--- src/rtl/clk_rst_pkg.sv ---
// Shared types and helpers for the clock/reset sequencer.
package clk_rst_pkg;

  localparam int ST_W = 3;

  typedef enum logic [ST_W-1:0] {
    ST_WAIT_LOCK = 3'd0,
    ST_FILTER    = 3'd1,
    ST_RELEASE   = 3'd2,
    ST_RUN       = 3'd3,
    ST_HOLD      = 3'd4
  } state_e;

  // Width needed to count 0..limit-1, never less than one bit.
  function automatic int cnt_width(input int limit);
    return (limit > 1) ? $clog2(limit) : 1;
  endfunction

endpackage

--- src/rtl/cdc_sync_bit.sv ---
// Multi-flop synchroniser for a single asynchronous bit; output resets to 0.
module cdc_sync_bit #(
  parameter int STAGES = 2
) (
  input  logic i_clk,
  input  logic i_rst_n,
  input  logic i_d,
  output logic o_q
);

  logic [STAGES-1:0] r_sync;

  always_ff @(posedge i_clk or negedge i_rst_n) begin
    if (!i_rst_n) r_sync <= '0;
    else          r_sync <= {r_sync[STAGES-2:0], i_d};
  end

  assign o_q = r_sync[STAGES-1];

endmodule

--- src/rtl/clk_rst_sequencer.sv ---
// Turns PLL LOCKED into staggered synchronous resets with lock filtering,
// minimum assert time, software reset and a saturating lock-loss counter.
//
// state      | meaning
// WAIT_LOCK  | all resets asserted, waiting for synchronised lock
// FILTER     | lock must stay high LOCK_FILTER cycles
// RELEASE    | channels released one per RELEASE_GAP cycles
// RUN        | all channels out of reset
// HOLD       | all resets re-asserted for MIN_ASSERT cycles
module clk_rst_sequencer
  import clk_rst_pkg::*;
#(
  parameter int N_CH        = 3,
  parameter int SYNC_STAGES = 2,
  parameter int LOCK_FILTER = 16,
  parameter int RELEASE_GAP = 8,
  parameter int MIN_ASSERT  = 4,
  parameter int CNT_W       = 8
) (
  input  logic             i_clk,
  input  logic             i_rst_n,
  input  logic             i_locked,
  input  logic             i_sw_rst,
  output logic [N_CH-1:0]  o_rst,
  output logic             o_all_released,
  output logic [ST_W-1:0]  o_state,
  output logic [CNT_W-1:0] o_loss_cnt
);

  localparam int FILT_W = cnt_width(LOCK_FILTER);
  localparam int GAP_W  = cnt_width(RELEASE_GAP);
  localparam int HOLD_W = cnt_width(MIN_ASSERT);
  localparam int IDX_W  = cnt_width(N_CH);

  localparam logic [FILT_W-1:0] FILT_MAX = FILT_W'(LOCK_FILTER - 1);
  localparam logic [GAP_W-1:0]  GAP_MAX  = GAP_W'(RELEASE_GAP - 1);
  localparam logic [HOLD_W-1:0] HOLD_MAX = HOLD_W'(MIN_ASSERT - 1);
  localparam logic [IDX_W-1:0]  IDX_LAST = IDX_W'(N_CH - 1);

  logic w_locked_s;

  state_e             r_state,    w_state_nxt;
  logic [FILT_W-1:0]  r_filt_cnt, w_filt_nxt;
  logic [GAP_W-1:0]   r_gap_cnt,  w_gap_nxt;
  logic [HOLD_W-1:0]  r_hold_cnt, w_hold_nxt;
  logic [IDX_W-1:0]   r_idx,      w_idx_nxt;
  logic [N_CH-1:0]    r_rst,      w_rst_nxt;
  logic               r_all_rel,  w_all_rel_nxt;
  logic [CNT_W-1:0]   r_loss_cnt, w_loss_nxt;

  cdc_sync_bit #(.STAGES(SYNC_STAGES)) u_lock_sync (
    .i_clk   (i_clk),
    .i_rst_n (i_rst_n),
    .i_d     (i_locked),
    .o_q     (w_locked_s)
  );

  always_ff @(posedge i_clk or negedge i_rst_n) begin
    if (!i_rst_n) begin
      r_state    <= ST_WAIT_LOCK;
      r_filt_cnt <= '0;
      r_gap_cnt  <= '0;
      r_hold_cnt <= '0;
      r_idx      <= '0;
      r_rst      <= '1;
      r_all_rel  <= 1'b0;
      r_loss_cnt <= '0;
    end else begin
      r_state    <= w_state_nxt;
      r_filt_cnt <= w_filt_nxt;
      r_gap_cnt  <= w_gap_nxt;
      r_hold_cnt <= w_hold_nxt;
      r_idx      <= w_idx_nxt;
      r_rst      <= w_rst_nxt;
      r_all_rel  <= w_all_rel_nxt;
      r_loss_cnt <= w_loss_nxt;
    end
  end

  always_comb begin
    w_state_nxt   = r_state;
    w_filt_nxt    = r_filt_cnt;
    w_gap_nxt     = r_gap_cnt;
    w_hold_nxt    = r_hold_cnt;
    w_idx_nxt     = r_idx;
    w_rst_nxt     = r_rst;
    w_all_rel_nxt = r_all_rel;
    w_loss_nxt    = r_loss_cnt;

    case (r_state)
      ST_WAIT_LOCK: begin
        w_rst_nxt     = '1;
        w_all_rel_nxt = 1'b0;
        if (w_locked_s) begin
          w_state_nxt = ST_FILTER;
          w_filt_nxt  = '0;
        end
      end

      ST_FILTER: begin
        w_filt_nxt = r_filt_cnt + 1'b1;
        if (!w_locked_s) begin
          w_state_nxt = ST_WAIT_LOCK;
        end else if (i_sw_rst) begin
          w_state_nxt = ST_HOLD;
          w_hold_nxt  = '0;
        end else if (r_filt_cnt == FILT_MAX) begin
          w_state_nxt = ST_RELEASE;
          w_gap_nxt   = '0;
          w_idx_nxt   = '0;
        end
      end

      ST_RELEASE, ST_RUN: begin
        // Lock loss wins over software reset so a coincident pair counts once.
        if (!w_locked_s || i_sw_rst) begin
          w_state_nxt   = ST_HOLD;
          w_rst_nxt     = '1;
          w_all_rel_nxt = 1'b0;
          w_hold_nxt    = '0;
          if (!w_locked_s && (r_loss_cnt != '1))
            w_loss_nxt = r_loss_cnt + 1'b1;
        end else if (r_state == ST_RELEASE) begin
          w_gap_nxt = r_gap_cnt + 1'b1;
          if (r_gap_cnt == GAP_MAX) begin
            w_rst_nxt[r_idx] = 1'b0;
            w_gap_nxt        = '0;
            w_idx_nxt        = r_idx + 1'b1;
            if (r_idx == IDX_LAST) begin
              w_state_nxt   = ST_RUN;
              w_all_rel_nxt = 1'b1;
            end
          end
        end
      end

      ST_HOLD: begin
        w_hold_nxt = r_hold_cnt + 1'b1;
        if (r_hold_cnt == HOLD_MAX)
          w_state_nxt = ST_WAIT_LOCK;
      end

      default: begin
        w_state_nxt   = ST_WAIT_LOCK;
        w_rst_nxt     = '1;
        w_all_rel_nxt = 1'b0;
      end
    endcase
  end

  assign o_rst          = r_rst;
  assign o_all_released = r_all_rel;
  assign o_state        = r_state;
  assign o_loss_cnt     = r_loss_cnt;

endmodule

--- config.mk ---
export PLATFORM = sky130hd
export DESIGN_NAME = clk_rst_sequencer
export DESIGN_NICKNAME = d
export VERILOG_FILES = /design/src/rtl/clk_rst_pkg.sv /design/src/rtl/cdc_sync_bit.sv /design/src/rtl/clk_rst_sequencer.sv
export SDC_FILE = /design/constraint.sdc
export NUM_CORES = 1
export LEC_CHECK = 0
export ABC_AREA = 1
export BUFFER_PORTS_ARGS = -buffer_cell sky130_fd_sc_hd__buf_2
export CELL_PAD_IN_SITES_DETAIL_PLACEMENT = 1
export CELL_PAD_IN_SITES_GLOBAL_PLACEMENT = 2
export CORE_MARGIN = 3
export CORE_UTILIZATION = 25
export CTS_BUF_LIST = sky130_fd_sc_hd__clkbuf_2 sky130_fd_sc_hd__clkbuf_4 sky130_fd_sc_hd__clkbuf_8
export CTS_CLUSTER_DIAMETER = 120
export DETAILED_ROUTE_END_ITERATION = 8
export PLACE_DENSITY_LB_ADDON = 0.1
export REMOVE_ABC_BUFFERS = 1
export SYNTH_ARGS = -nofsm -noshare
export SYNTH_HDL_FRONTEND = slang
export SYNTH_SLANG_ARGS = --single-unit
--- constraint.sdc ---
create_clock -name i_clk -period 2.05 [get_ports i_clk]
set_input_delay 0.5125 -clock i_clk [delete_from_list [all_inputs] [get_ports i_clk]]
set_output_delay 0.5125 -clock i_clk [all_outputs]
set_load 0.05 [all_outputs]
Yosys cells after proc, flatten, opt, wreduce, memory -nomap -nowiden
Cells that the tools add are included.
Word-level totals
  output and inout bits: 15
  logic and storage cells: 101
  input bits: 4
  bits in registers: 28
Operators by class
  reduce and logical (&&, ||, !) cells: 18
  add/sub/neg operators: 5
  bitwise operators: 3
  multiplexer cells: 41
  $lt $le $gt $ge: 2
  equal/unequal tests: 23
Operators by type and width (count)
  $mux 3: 18
  $mux 2: 9
  $ne 2x2->1 const B: 8
  $pmux 3 s2: 2
  $pmux 3 s4: 1
  $reduce_and 6->1: 2
  $ne 3x3->1 const B: 3
  $add 8x1->8 const B: 1
  $ne 8x8->1 const B: 1
  $pmux 4 s2: 1
  $reduce_and 4->1: 2
  $reduce_and 7->1: 1
  $eq 3x2->1 const B: 2
  $eq 3x3->1 const B: 2
  $pmux 2 s3: 1
  $reduce_and 3->1: 2
  $mux 1: 5
  $add 2x1->2 const B: 2
  $add 4x1->4 const B: 1
  $eq 2x2->1 const B: 2
  $eq 4x4->1 const B: 1
  $mux 4: 1
  $ne 2x1->1 const B: 2
  $ne 4x4->1 const B: 1
  18 further kinds: 21

Logic depth before layout (Yosys ltp)
  depth in word-level cells: 10
  mapped depth: 9
  depth with buffers taken out: 9

Hierarchy
A second synthesis with hierarchy kept.
Unflattened totals
  cells, all modules: 192
  area total of the unflattened synthesis: 1600.3 sq um
Modules (own cells, without submodules)
  clk_rst_sequencer: cells an instance 190, sequential area each 654.4 sq um, instances 1, area an instance 1550.2 sq um
  cdc_sync_bit: cells an instance 2, sequential area each 50.0 sq um, instances 1, area an instance 50.0 sq um

Worst setup path after synthesis
No wires, ideal clock.
  path kind: reg-to-reg
  start point: reg r_loss_cnt[0], in the netlist o_loss_cnt[0]
  end point: reg r_loss_cnt[5], in the netlist o_loss_cnt[5]
  required time: 1967 ps
  path buffers: 1
  period minus slack after synthesis: 1727 ps
  data arrival time: 1644 ps
  stages on the path, launching flop included: 9
  library setup time: 83 ps
  slack: 323 ps
  cells stage by stage: dfrtp_1 -> ha_1 -> nand3_1 -> nor2_1 -> nand3_1 -> nand2_1 -> buf_4 -> nand2_1 -> o21ai_0
Between the ends
  cells in the longest elaborated chain, start to end: 3
  elaborated cells between the ends (all ways): 4
  classes of those cells: add/sub (1); eq/ne (1); reduce/logical (2)
RTL lines
  start, declared: line clk_rst_sequencer.sv:49  | logic [CNT_W-1:0] r_loss_cnt, w_loss_nxt;
  start signal, assigned: line clk_rst_sequencer.sv:76  | r_loss_cnt <= w_loss_nxt;
  branches (longest 3 deep; another with $add 8x1->8)
Several ways; the timed one is not identified.
A chain may end at the register's enable or synchronous reset.

Worst setup path after layout
  start point: reg r_state[2], in the netlist o_state[2]
  end point: out o_state[2]
RTL lines
  start, declared: line clk_rst_sequencer.sv:42  | state_e r_state, w_state_nxt;
  start signal, assigned: line clk_rst_sequencer.sv:69  | r_state <= w_state_nxt;
  end, declared: line clk_rst_sequencer.sv:26  | output logic [ST_W-1:0] o_state,
No word-level cell between the ends.

==> run summary <==
==================================================================================
Most instantiated flip-flop cell in the synthesis netlist             sky130_fd_sc_hd__dfrtp_1
Number of vias after detailed routing                                         1385
Run status                                                            complete, no violations
Power density normalized to cell area                                  1300 mW/mm2
Number of cells traversed by the worst register-to-register path                 8
Number of placement rows                                                        28
Most common library cells after synthesis                             sky130_fd_sc_hd__nand2_1 (72), sky130_fd_sc_hd__dfrtp_1 (25), sky130_fd_sc_hd__nand3_1 (25)
TritonCTS clock tree                                                          done
Maximum achievable frequency                                             0.559 GHz
Die ar.                                                                0.00747 mm2
Hpwl dp                                                                    3030 um
Pin count of the biggest net entering global routing                            29
Total CTS buffers                                                                3
Launch point of the worst reg-to-reg path                             o_loss_cnt[0]
Cell taking the most area after synthesis                             sky130_fd_sc_hd__dfrtp_1
Leakage dissipation                                                       0.987 nW
Cell variety after synth                                                        25
Initial Utilization                                                          0.265
Leading cell type by number of instances after synthesis              sky130_fd_sc_hd__nand2_1
Global-route wire length before repair                                     7040 um
Final cycle utilization of the critical path                                 0.873
Core area                                                              0.00610 mm2
Via density                                                                   4.50
Worst relative slew slack                                                    0.549
Post-route DRC                                                                   0
Total Wirelength                                                           4020 um
Number of synthesized register bits                                             28
Number of failing setup endpoints in the final timing report                     0
Fraction of layout instances using a drive strength above 1                  0.163
Count of flip-flops with a built-in enable after synthesis                       0
CP Max Fanout                                                                    6
Pre-CTS WS                                                                0.276 ns
Sort of element at the end of the critical path                        output port
Arrival @ worst endpoint                                                   1.28 ns
Area added between synthesis and finish                                      14.3%
Synth top area cells                                                  sky130_fd_sc_hd__dfrtp_1 (39%), sky130_fd_sc_hd__nand2_1 (17%), sky130_fd_sc_hd__nand3_1 (7.7%)
VDD IR max                                                                0.562 mV
Syn Std Cell Area                                                      0.00162 mm2
Remaining number of nets flagged by the antenna check after routing              0
Later-pin clock latency in the skew report                                 0.28 ns
Horiz. Die Dim                                                             86.4 um
Number of antenna violations at the first check in global routing                0
CTS H-tree depth                                                                 1
Clk_skew                                                                0.00162 ns
Input/output buffers                                                            18
CTS clock-pin slew for the worst setup and hold paths                      0.10 ns
Final net count                                                                246
Number of clock sinks seen by CTS                                               28
Synthesized netlist cell count                                                 212
Unrepaired setup endpoints after global routing                              false
Post-synth top area share                                                    0.387
Critical Path RT                                                           1.54 ns
Congestion Overflow GR                                                           0
Syn_area_per_cell                                                         7.63 um2
Clock Path Buffers                                                               2
Die boundary height                                                        86.4 um
Hold violation count in the final report                                         0
Setup crit start                                                        o_state[2]
Buffers inserted by post-CTS timing repair                                       0
Type of the most critical hold path                                    in -> async
Total power after layout                                                 0.00240 W
Total negative setup slack                                                    0 ns
Kind of launch point of the worst setup path                              register
End of the worst register-to-register path                            o_loss_cnt[0]
Register area share after synthesis                                          0.436
Endpoint of the worst setup timing path                                 o_state[2]
Post-layout worst setup margin                                            0.261 ns
YS warnings                                                                      0
Aggregate global-route resource usage                                        0.118
Post-route core utilization                                                  0.303
Antenna Diode Count                                                              0
Post-CTS sizing                                                                  0
Global placement routability congestion                                      0.804
Crit path kind                                                          reg -> out
Post-route cell area                                                   0.00185 mm2
Count of final max-slew check failures                                           0
Time the final worst path needs with I/O delays and setup                  1.79 ns
Share of async-settable or async-resettable flops after synthesis             1.00
First-pass detailed-route iteration total                                        4
Clock root cell                                                       sky130_fd_sc_hd__clkbuf_8
Boundary Pins                                                                   19
Slew of the pin with the lowest slew margin                               0.676 ns
Max-cap violations                                                               0
WL per Instance                                                            13.0 um
Post-DP Area                                                           0.00179 mm2
Violation count after the first detailed-route iteration                        46
FF-to-FF setup slack                                                       0.30 ns
Number of global-route vias before repair                                     1440
Hold-fix buffer count after cts                                                  0
==================================================================================
## worst max-delay path, stage by stage (launching register included)
cell and delay, ns:
sky130_fd_sc_hd__dfrtp_1 0.53, sky130_fd_sc_hd__buf_4 0.20, sky130_fd_sc_hd__buf_2 0.26
## worst min-delay path by stage
stage                          start                    end  slack, ns  depth (start not counted)
4_1_cts                      i_rst_n          r_hold_cnt[0]       0.29                          1
3_3_place_gp   u_lock_sync.r_sync[0]  u_lock_sync.r_sync[1]       0.35                          0
2_1_floorplan                i_rst_n         o_all_released       0.22                          0
5_1_grt                      i_rst_n          r_hold_cnt[0]       0.31                          1
3_5_place_dp   u_lock_sync.r_sync[0]  u_lock_sync.r_sync[1]       0.34                          0
6_report                     i_rst_n          r_hold_cnt[0]       0.26                          1
## flip-flops by register name (all words and copies together), names as in the netlist
register and count:
o_all_released 1, o_loss_cnt 8, o_rst 3, o_state 3, r_filt_cnt 4, r_gap_cnt 3
r_hold_cnt 2, r_idx 2, u_lock_sync.r_sync 2
## cell usage in the layout, fill, tap and decap left out, drive strengths merged
cell type / n
nand2: 74
nand3: 25
dfrtp: 25
inv: 25
nor2: 23
buf: 19
o21ai: 10
ha: 8
xnor2: 5
clkbuf: 4
nor3: 3
dfstp: 3
nand4: 2
o211ai: 2
a21oi: 2
o31ai: 1
xor2: 1
or2: 1
## cell families after synthesis
logic type | after synthesis | share of synthesized area
adders and majority gates | 8 | 0.0619
DFF | 28 | 0.436
AOI/OAI and AO/OA | 15 | 0.0557
buffers and inverters | 27 | 0.0673
and+or+nand+nor | 128 | 0.347
xor gates and xnor gates | 6 | 0.0325
## routing by layer
layer  wire (um)  track usage  share of wire
met4          78       0.0340          0.019
met2        1870        0.197           0.47
met5           0            0              0
met1        1970        0.155           0.49
met3         100       0.0238          0.025
## stage by stage
step                      cells  hold WS (ns)
after CTS                   308         0.286
after global placement      304         0.346
after global routing        308         0.310
final                       308         0.255
after detailed placement    304         0.345
after floorplan             210         0.217
## layout make-up
type	instances	area, um2
sequential	28	704
timing repair buffer	19	97.6
fill	761	4250
inverter	25	93.8
multi-input combinational	157	803
tap	75	93.8
clock buffer	4	55.1
## power breakdown
| group | switching, W | internal (W) |
|---|---|---|
| registers | 0.000165 | 0.000715 |
| clock network | 0.000189 | 0.000172 |
| logic | 0.000827 | 0.000328 |
Power figures use the tool's default switching activity.
